[src/rtl/vga_sync_detect.sv]
// Receive-side VGA timing checker: measures incoming hsync/vsync timing, locks onto the
// expected mode after a run of good frames, and regenerates data-enable and pixel coordinates.
module vga_sync_detect #(
    parameter int H_VIDEO     = 640,
    parameter int H_FRONTP    = 16,
    parameter int H_PULSE     = 96,
    parameter int H_BACKP     = 48,
    parameter int V_VIDEO     = 480,
    parameter int V_FRONTP    = 11,
    parameter int V_PULSE     = 2,
    parameter int V_BACKP     = 31,
    parameter int H_TOL       = 2,
    parameter int LOCK_FRAMES = 2,
    parameter int CW          = 12
) (
    input  logic          clk,
    input  logic          rst,
    input  logic          h_sync_in,
    input  logic          v_sync_in,
    output logic          locked,
    output logic          de,
    output logic [CW-1:0] pixel_x,
    output logic [CW-1:0] pixel_y,
    output logic          frame_start,
    output logic [CW-1:0] h_total_meas,
    output logic [CW-1:0] h_pulse_meas,
    output logic [CW-1:0] v_total_meas,
    output logic [CW-1:0] v_pulse_meas
);

    localparam logic [CW-1:0] ONE_C     = CW'(1);
    localparam logic [CW-1:0] CNT_MAX_C = {CW{1'b1}};
    localparam logic [CW-1:0] H_LO_C    = CW'(H_VIDEO + H_FRONTP + H_PULSE + H_BACKP - H_TOL);
    localparam logic [CW-1:0] H_HI_C    = CW'(H_VIDEO + H_FRONTP + H_PULSE + H_BACKP + H_TOL);
    localparam logic [CW-1:0] P_LO_C    = CW'(H_PULSE - H_TOL);
    localparam logic [CW-1:0] P_HI_C    = CW'(H_PULSE + H_TOL);
    localparam logic [CW-1:0] V_SUM_C   = CW'(V_VIDEO + V_FRONTP + V_PULSE + V_BACKP);
    localparam logic [CW-1:0] V_PULSE_C = CW'(V_PULSE);
    localparam logic [CW-1:0] TIMEOUT_C = CW'(2 * (H_VIDEO + H_FRONTP + H_PULSE + H_BACKP));
    localparam logic [CW-1:0] H_START_C = CW'(H_PULSE + H_BACKP);
    localparam logic [CW-1:0] H_END_C   = CW'(H_PULSE + H_BACKP + H_VIDEO - 1);
    localparam logic [CW-1:0] V_START_C = CW'(V_PULSE + V_BACKP);
    localparam logic [CW-1:0] V_END_C   = CW'(V_PULSE + V_BACKP + V_VIDEO - 1);
    localparam logic [CW-1:0] LOCK_C    = CW'(LOCK_FRAMES);

    typedef enum logic [1:0] {
        SEARCH,
        TRACK,
        LOCKED
    } state_e;

    state_e        state_q, state_d;
    logic [CW-1:0] good_cnt_q, good_cnt_d;
    logic          frame_ok_q, frame_ok_d;

    logic          h_meta_q, h_sync_q, h_dly_q;
    logic          v_meta_q, v_sync_q, v_dly_q;
    logic          h_fall, h_rise, v_fall, v_rise;

    logic [CW-1:0] h_cnt_q, v_cnt_q;
    logic [CW-1:0] h_total_q, h_pulse_q, v_total_q, v_pulse_q;
    logic          frame_start_q;
    logic          de_q, de_d;
    logic [CW-1:0] pixel_x_q, pixel_x_d, pixel_y_q, pixel_y_d;

    logic [CW-1:0] h_tot_new, v_tot_new;
    logic          line_good, lines_ok, frame_good, timeout;

    // Counters stick at all-ones so a dead input cannot wrap back into a plausible value.
    function automatic logic [CW-1:0] sat_inc(input logic [CW-1:0] x);
        return (x == CNT_MAX_C) ? x : x + ONE_C;
    endfunction

    assign h_fall = h_dly_q & ~h_sync_q;
    assign h_rise = ~h_dly_q & h_sync_q;
    assign v_fall = v_dly_q & ~v_sync_q;
    assign v_rise = ~v_dly_q & v_sync_q;

    // Two-flop synchronizers followed by an edge-detect register for both sync inputs.
    always_ff @(posedge clk or negedge rst) begin
        if (!rst) begin
            h_meta_q <= 1'b1;
            h_sync_q <= 1'b1;
            h_dly_q  <= 1'b1;
            v_meta_q <= 1'b1;
            v_sync_q <= 1'b1;
            v_dly_q  <= 1'b1;
        end else begin
            h_meta_q <= h_sync_in;
            h_sync_q <= h_meta_q;
            h_dly_q  <= h_sync_q;
            v_meta_q <= v_sync_in;
            v_sync_q <= v_meta_q;
            v_dly_q  <= v_sync_q;
        end
    end

    // Judge the line closing on this hsync fall and the frame closing on this vsync fall.
    always_comb begin
        h_tot_new  = sat_inc(h_cnt_q);
        v_tot_new  = sat_inc(v_cnt_q);
        line_good  = (h_tot_new >= H_LO_C) && (h_tot_new <= H_HI_C) &&
                     (h_pulse_q >= P_LO_C) && (h_pulse_q <= P_HI_C);
        lines_ok   = frame_ok_q && (!h_fall || line_good);
        frame_good = lines_ok && (v_tot_new == V_SUM_C) && (v_pulse_q == V_PULSE_C);
        timeout    = (h_cnt_q >= TIMEOUT_C) && !h_fall;
        frame_ok_d = v_fall ? 1'b1 : lines_ok;
    end

    // Lock state machine: a lost hsync overrides everything, otherwise decide at each vsync fall.
    always_comb begin
        state_d    = state_q;
        good_cnt_d = good_cnt_q;
        if (timeout) begin
            state_d    = SEARCH;
            good_cnt_d = '0;
        end else if (v_fall) begin
            case (state_q)
                SEARCH: begin
                    state_d    = TRACK;
                    good_cnt_d = '0;
                end
                TRACK: begin
                    if (frame_good) begin
                        good_cnt_d = good_cnt_q + ONE_C;
                        if (good_cnt_q + ONE_C >= LOCK_C) begin
                            state_d = LOCKED;
                        end
                    end else begin
                        good_cnt_d = '0;
                    end
                end
                LOCKED: begin
                    if (!frame_good) begin
                        state_d    = SEARCH;
                        good_cnt_d = '0;
                    end
                end
                default: begin
                    state_d    = SEARCH;
                    good_cnt_d = '0;
                end
            endcase
        end
    end

    // Video window uses the next lock state so de drops on the same clock that locked does.
    always_comb begin
        de_d      = 1'b0;
        pixel_x_d = '0;
        pixel_y_d = '0;
        if ((state_d == LOCKED) && (h_cnt_q >= H_START_C) && (h_cnt_q <= H_END_C) &&
            (v_cnt_q >= V_START_C) && (v_cnt_q <= V_END_C)) begin
            de_d      = 1'b1;
            pixel_x_d = h_cnt_q - H_START_C;
            pixel_y_d = v_cnt_q - V_START_C;
        end
    end

    // Line/frame counters, timing measurements and all registered outputs.
    always_ff @(posedge clk or negedge rst) begin
        if (!rst) begin
            state_q       <= SEARCH;
            good_cnt_q    <= '0;
            frame_ok_q    <= 1'b0;
            h_cnt_q       <= '0;
            v_cnt_q       <= '0;
            h_total_q     <= '0;
            h_pulse_q     <= '0;
            v_total_q     <= '0;
            v_pulse_q     <= '0;
            frame_start_q <= 1'b0;
            de_q          <= 1'b0;
            pixel_x_q     <= '0;
            pixel_y_q     <= '0;
        end else begin
            state_q       <= state_d;
            good_cnt_q    <= good_cnt_d;
            frame_ok_q    <= frame_ok_d;
            frame_start_q <= v_fall;
            de_q          <= de_d;
            pixel_x_q     <= pixel_x_d;
            pixel_y_q     <= pixel_y_d;
            if (h_fall) begin
                h_cnt_q   <= '0;
                h_total_q <= h_tot_new;
            end else begin
                h_cnt_q <= sat_inc(h_cnt_q);
            end
            if (h_rise) begin
                h_pulse_q <= h_tot_new;
            end
            if (v_fall) begin
                v_cnt_q   <= '0;
                v_total_q <= v_tot_new;
            end else if (h_fall) begin
                v_cnt_q <= sat_inc(v_cnt_q);
            end
            if (v_rise) begin
                v_pulse_q <= v_tot_new;
            end
        end
    end

    assign locked       = (state_q == LOCKED);
    assign de           = de_q;
    assign pixel_x      = pixel_x_q;
    assign pixel_y      = pixel_y_q;
    assign frame_start  = frame_start_q;
    assign h_total_meas = h_total_q;
    assign h_pulse_meas = h_pulse_q;
    assign v_total_meas = v_total_q;
    assign v_pulse_meas = v_pulse_q;

endmodule

[config.mk]
export PLATFORM = sky130hd
export DESIGN_NAME = vga_sync_detect
export DESIGN_NICKNAME = d
export VERILOG_FILES = /design/src/rtl/vga_sync_detect.sv
export SDC_FILE = /design/constraint.sdc
export NUM_CORES = 1
export LEC_CHECK = 0
export ABC_AREA = 1
export CORE_UTILIZATION = 25
export CTS_BUF_LIST = sky130_fd_sc_hd__clkbuf_8
export DETAILED_ROUTE_END_ITERATION = 16
export PLACE_DENSITY = 0.51
export SYNTH_ARGS = -nofsm -noshare
export SYNTH_HDL_FRONTEND = slang
export SYNTH_SLANG_ARGS = --single-unit
[constraint.sdc]
create_clock -name clk -period 5.5 [get_ports clk]
set_input_delay 1.375 -clock clk [delete_from_list [all_inputs] [get_ports clk]]
set_output_delay 1.375 -clock clk [all_outputs]
set_load 0.05 [all_outputs]
* Word level (Yosys, flattened, before mapping) *
Cells that the tools add are included.

storage, ports and cells
  bits in registers = 119
  input bits = 4
  output and inout bits = 75
  logic and storage cells = 87

operators by class
  add/subtract/negate cells = 5
  magnitude comparators = 10
  equal/unequal tests = 8
  mux-type cells = 20
  bitwise operators = 8
  reduce and logical (&&, ||, !) cells = 17

operators with widths
  cell                     count
  $mux W12                 11
  $add A12 B1 Y12 const B  3
  $le A12 B10 Y1 const B   3
  $eq A12 B12 Y1 const B   2
  $pmux W12 S2             1
  $eq A12 B10 Y1 const B   1
  $eq A12 B2 Y1 const B    1
  $ge A12 B10 Y1 const B   1
  $ge A12 B11 Y1 const B   1
  $ge A12 B2 Y1 const B    1
  $ge A12 B6 Y1 const B    1
  $ge A12 B7 Y1 const B    1
  $ge A12 B8 Y1 const B    1
  $le A12 B7 Y1 const B    1
  $sub A12 B6 Y12 const B  1
  $sub A12 B8 Y12 const B  1
  $logic_and A1 B1 Y1      11
  $mux W2                  5
  $pmux W2 S3              1
  $and A1 B1 Y1            4
  $eq A2 B2 Y1 const B     2
  $not A1 Y1               4
  $reduce_bool A2 Y1       2
  $ne A3 B2 Y1 const B     1
  other kinds (6)          7

* Longest topological paths before layout *
  word-level depth = 20
  mapped depth = 20
  mapped depth without buffers = 19

* Worst setup path after synthesis *
OpenSTA, ideal clock, no wires.

  path type = register to output
  from = reg state_q[1]
  to = out locked
  arrival time = 1.089 ns
  data required time = 4.125 ns
  slack = 3.036 ns
  stages on the path, launching flop included = 3
  buffers on the path = 0
  cells stage by stage = dfrtp_1 -> inv_1 -> nor2_1

on the way
  word-level cells in the longest chain between the ends = 1

RTL lines
  element                 RTL line  text
  start, declared         52        state_e state_q, state_d;
  start signal, assigned  177       state_q <= state_d;
  $eq A2 B2 Y1            205       assign locked = (state_q == LOCKED);
  end, declared           20        output logic locked,

No other way between the ends.

* Worst setup path in the final report *
  from = reg h_cnt_q[0]
  to = reg pixel_y_q[1] (netlist: pixel_y[1])

on the way
  word-level cells in the longest chain between the ends = 20
  elaborated cells between the ends (all ways) = 27
  those cells by class = add/sub: 1; order compare: 5; eq/ne: 2; mux: 7; reduce/logical: 12

RTL lines
  element                                            RTL line  text
  start, declared                                    60        logic [CW-1:0] h_cnt_q, v_cnt_q;
  start signal, assigned                             188       h_cnt_q <= sat_inc(h_cnt_q);
  $add A12 B1 Y12 or $eq A12 B12 Y1 (tied branches)  71        return (x == CNT_MAX_C) ? x : x + ONE_C;
  $mux W12                                           --
  $ge A12 B10 Y1 or $le A12 B10 Y1 (tied branches)   102       line_good = (h_tot_new >= H_LO_C) && (h_tot_new <= H_HI_C) &&
  $logic_and A1 B1 Y1 (2 in a row)                   102
  $logic_and A1 B1 Y1                                103       (h_pulse_q >= P_LO_C) && (h_pulse_q <= P_HI_C);
  $logic_or A1 B1 Y1                                 104       lines_ok = frame_ok_q && (!h_fall || line_good);
  $logic_and A1 B1 Y1                                104
  $logic_and A1 B1 Y1 (2 in a row)                   105       frame_good = lines_ok && (v_tot_new == V_SUM_C) && (v_pulse_q == V_PULSE_C);
  (+2 left out)                                      --
  $mux W2                                            117       end else if (v_fall) begin
  $mux W2                                            114       if (timeout) begin
  $eq A2 B2 Y1                                       152       if ((state_d == LOCKED) && (h_cnt_q >= H_START_C) && (h_cnt_q <= H_END_C) &&
  $logic_and A1 B1 Y1                                152
  $logic_and A1 B1 Y1 * (2 in a row)                 152
  $logic_and A1 B1 Y1 *                              153       (v_cnt_q >= V_START_C) && (v_cnt_q <= V_END_C)) begin
  $mux W12 *                                         152
  named net pixel_y_d[1]                             64        logic [CW-1:0] pixel_x_q, pixel_x_d, pixel_y_q, pixel_y_d;
  end signal, assigned                               183       pixel_y_q <= pixel_y_d;
  end, declared                                      64

The timed path passes the listed nets; every way through them passes the cells marked *.
A chain may end at the register's enable or synchronous reset.

==> flow_metrics.env <==
export IMPL_leakagePower_uw=0.003455
export IMPL_worstPathCellList="ha_1, nand3_2, inv_2, nand3_2, o21ai_1, nor2_1, a21boi_1, nand2_1, nor2_1, nand3_1, nand2_2, nand2_4, nor3_1"
export IMPL_timing_reg2reg_setup_slack_ps=1720
export IMPL_cts_root_buffer="clkbuf_8"
export IMPL_drc=0
export IMPL_antenna_found_initial=0
export IMPL_finClkSkew_ps=13.66
export IMPL_fmax_mhz=264.5
export IMPL_cts_tree="built"
export IMPL_yosysSeqAreaShare=0.4898
export IMPL_fillCellCount=2572
export IMPL_cp_num_buf_inv=1
export IMPL_numCtsBuffers=17
export IMPL_post_cts_buffers=0
export IMPL_ys_types=37
export IMPL_pre_cts_ws_ps=1764
export IMPL_cts_max_path_buffers=2
export IMPL_yosysWarnings=0
export IMPL_grt_pass1_vias=4813
export IMPL_fin_crit_ps=3781
export IMPL_syn_area_mm2=0.006095
export IMPL_area_delta_synth_final_pct=23.67
export IMPL_diodes=0
export IMPL_power_density_mw_per_mm2=301.2
export IMPL_syn_area_per_cell_um2=8.236
export IMPL_nNetsFinal=829
export IMPL_grt_pass1_wl_mm=26.81
export IMPL_slew_headroom=0.4337
export IMPL_cp_required_ps=5850
export IMPL_rows=56
export IMPL_dieArea_mm2=0.02501
export IMPL_worstPathMaxFanout=26
export IMPL_outcome="complete, no violations"
export IMPL_cp_arrival_ps=4130
export IMPL_finalSetupTns_ps=0
export IMPL_clk_pin_slew_ps=80
export IMPL_wirelength_mm=16.58
export IMPL_first_pass_iters=5
export IMPL_initial_utilization=0.2573
export IMPL_numPortBuffers=78
export IMPL_htreeDepth=4
export IMPL_seq_area_mm2=0.002985
export IMPL_grt_max_degree=57
export IMPL_drv_cap=0
export IMPL_die_w_um=158.1
export IMPL_rsz0062_at_grt="false"
export IMPL_ys_seq_elements=119
export IMPL_die_h_um=158.1
export IMPL_timing_worst_setup_path_type="register to register"
export IMPL_total_power_uw=2270
export IMPL_slew_violations=0
export IMPL_start_kind="register"
export IMPL_routedWlPerCell_um=14.47
export IMPL_tightest_slew_ps=846.4
export IMPL_grt_total_usage=0.1433
export IMPL_postSynthCellCount=740
export IMPL_vias_per_cell=4.360
export IMPL_grt_remaining_overflow=0
export IMPL_finalCritPeriodShare=0.6875
export IMPL_setup_viol=0
export IMPL_vias=4997
export IMPL_hold_buffers=0
export IMPL_cts_num_sinks=119
export IMPL_crit_family="simple AND/OR/NAND/NOR gates"
export IMPL_end_kind="register"
export IMPL_drt_iter0_drc=325
export IMPL_ioPinCount=79
export IMPL_peakVddDrop_mv=0.2130
export IMPL_slowest_stage="nor2_1"
export IMPL_ctsResizeCount=0
export IMPL_core_area_mm2=0.02368
export IMPL_setup_ws_ps=1719
export IMPL_antenna_left=0
export IMPL_hold_viol=0
export IMPL_multiInputGateArea_mm2=0.002601
export IMPL_final_util=0.3183
export IMPL_clk_latency_ps=460
export IMPL_hp_class="register to register"
export IMPL_layout_drive_gt1_share=0.1004
export IMPL_routabilityCongestion=0.8535
export IMPL_post_dp_hpwl_mm=11.96
export IMPL_synth_nets=755
export IMPL_slowest_delay_ps=670
## path summary, 6_finish.rpt
check / startpoint / cells after the start / end
max in group asynchronous: rst / 2 / v_dly_q
setup / recovery: h_cnt_q[0] / 13 / pixel_y[1]
hold reg to reg: v_meta_q / 0 / v_sync_q
hold / removal: v_meta_q / 0 / v_sync_q
setup reg to reg: h_cnt_q[0] / 13 / pixel_y[1]
min in group asynchronous: rst / 1 / pixel_x[9]
## synthesized netlist by cell type
library cell	number	area [um2]
a21boi_1	1	7.510
a21oi_1	15	75.07
a31oi_1	3	18.77
a41oi_1	1	8.760
and2_1	1	6.260
buf_2	10	50.05
buf_4	3	22.52
buf_6	4	45.04
clkbuf_1	10	37.54
clkinv_1	2	7.510
dfrtp_1	113	2828
dfstp_2	6	157.7
ha_1	11	137.6
inv_1	88	330.3
inv_2	4	15.01
nand2_1	167	626.9
nand2_2	5	31.28
nand2_4	1	11.26
nand3_1	37	185.2
nand3_2	2	20.02
nand3_4	1	17.52
nand3b_1	2	15.01
nand4_1	17	106.4
nor2_1	86	322.8
nor2_2	2	12.51
nor2_4	1	11.26
nor3_1	15	75.07
nor3_2	19	190.2
nor4_1	2	12.51
o21ai_0	52	260.3
o21ai_1	12	60.06
o21ai_2	1	8.760
o22ai_1	12	75.07
or2_2	3	18.77
xnor2_1	5	43.79
xor2_1	24	210.2
xor2_2	2	32.53
## cell type report
cell class	count	share of cell area
clock buffers	17	0.03104
inverters	94	0.04681
flip-flops and latches	119	0.3961
well taps	319	0.05295
multi-input cells	500	0.3451
clock inverters	15	0.02075
repair buffers	82	0.1072
## flip-flops by register name (all words and copies together) (netlist names)
name / cells
good_cnt_q: 12
h_cnt_q: 12
h_pulse_meas: 12
h_total_meas: 12
pixel_x: 12
pixel_y: 12
v_cnt_q: 12
v_pulse_meas: 12
v_total_meas: 12
state_q: 2
de: 1
frame_ok_q: 1
frame_start: 1
h_dly_q: 1
h_meta_q: 1
h_sync_q: 1
v_dly_q: 1
v_meta_q: 1
v_sync_q: 1
## layer usage
| layer | global-route usage | wire length [um] | vias to the layer above |
|---|---|---|---|
| li1 | - | - | 2511 |
| met1 | 0.2114 | 8589 | 2335 |
| met2 | 0.1988 | 6699 | 135 |
| met3 | 0.03613 | 1076 | 16 |
| met4 | 0.05037 | 216 | 0 |
| met5 | 0 | 0 | - |
## where the power goes
group,switching [uW],total [uW],internal [uW]
clock,397,802,405
sequential,64.3,1000,936
combinational,329,468,139
total,791,2270,1480
## metrics by stage
| stage | instances | hold WS [ps] | instance area, um2 |
|---|---|---|---|
| 5_1_grt | 1146 | 367.0 | 7537 |
| 6_report | 1146 | 356.4 | 7537 |
| 4_1_cts | 1146 | 360.1 | 7537 |
| 3_5_place_dp | 1114 | 348.7 | 7147 |
| 2_1_floorplan | 740 | 345.2 | 6095 |
| 3_3_place_gp | 1114 | 346.5 | 7147 |
## kinds of logic after synthesis
| kind of cell | count (synthesis) | synth area share |
|---|---|---|
| flops | 119 | 0.4898 |
| fa+ha+maj | 11 | 0.02258 |
| buf+inv | 121 | 0.08335 |
| compound gates | 97 | 0.08438 |
| xor+xnor | 31 | 0.04701 |
| simple gates | 361 | 0.2728 |
## layout by cell type, fill, tap and decap left out, types with 4 or more instances in the layout
cell,n
a21oi_1,15
buf_4,5
clkbuf_8,17
clkdlybuf4s50_1,77
dfrtp_1,113
dfstp_2,6
ha_1,11
inv_1,89
inv_2,4
nand2_1,167
nand2_2,5
nand3_1,37
nand4_1,17
nor2_1,86
nor3_1,15
nor3_2,19
o21ai_0,52
o21ai_1,12
o22ai_1,12
xnor2_1,5
xor2_1,24
## worst register-to-register path, delay by kind of cell (launching register included)
family	cells	cell delay (ps)
DFF	1	420
and+or+nand+nor	9	2170
buffers and inverters	1	130
adders and majority gates	1	240
AOI/OAI and AO/OA	2	710
(Power assumes the default switching activity.)
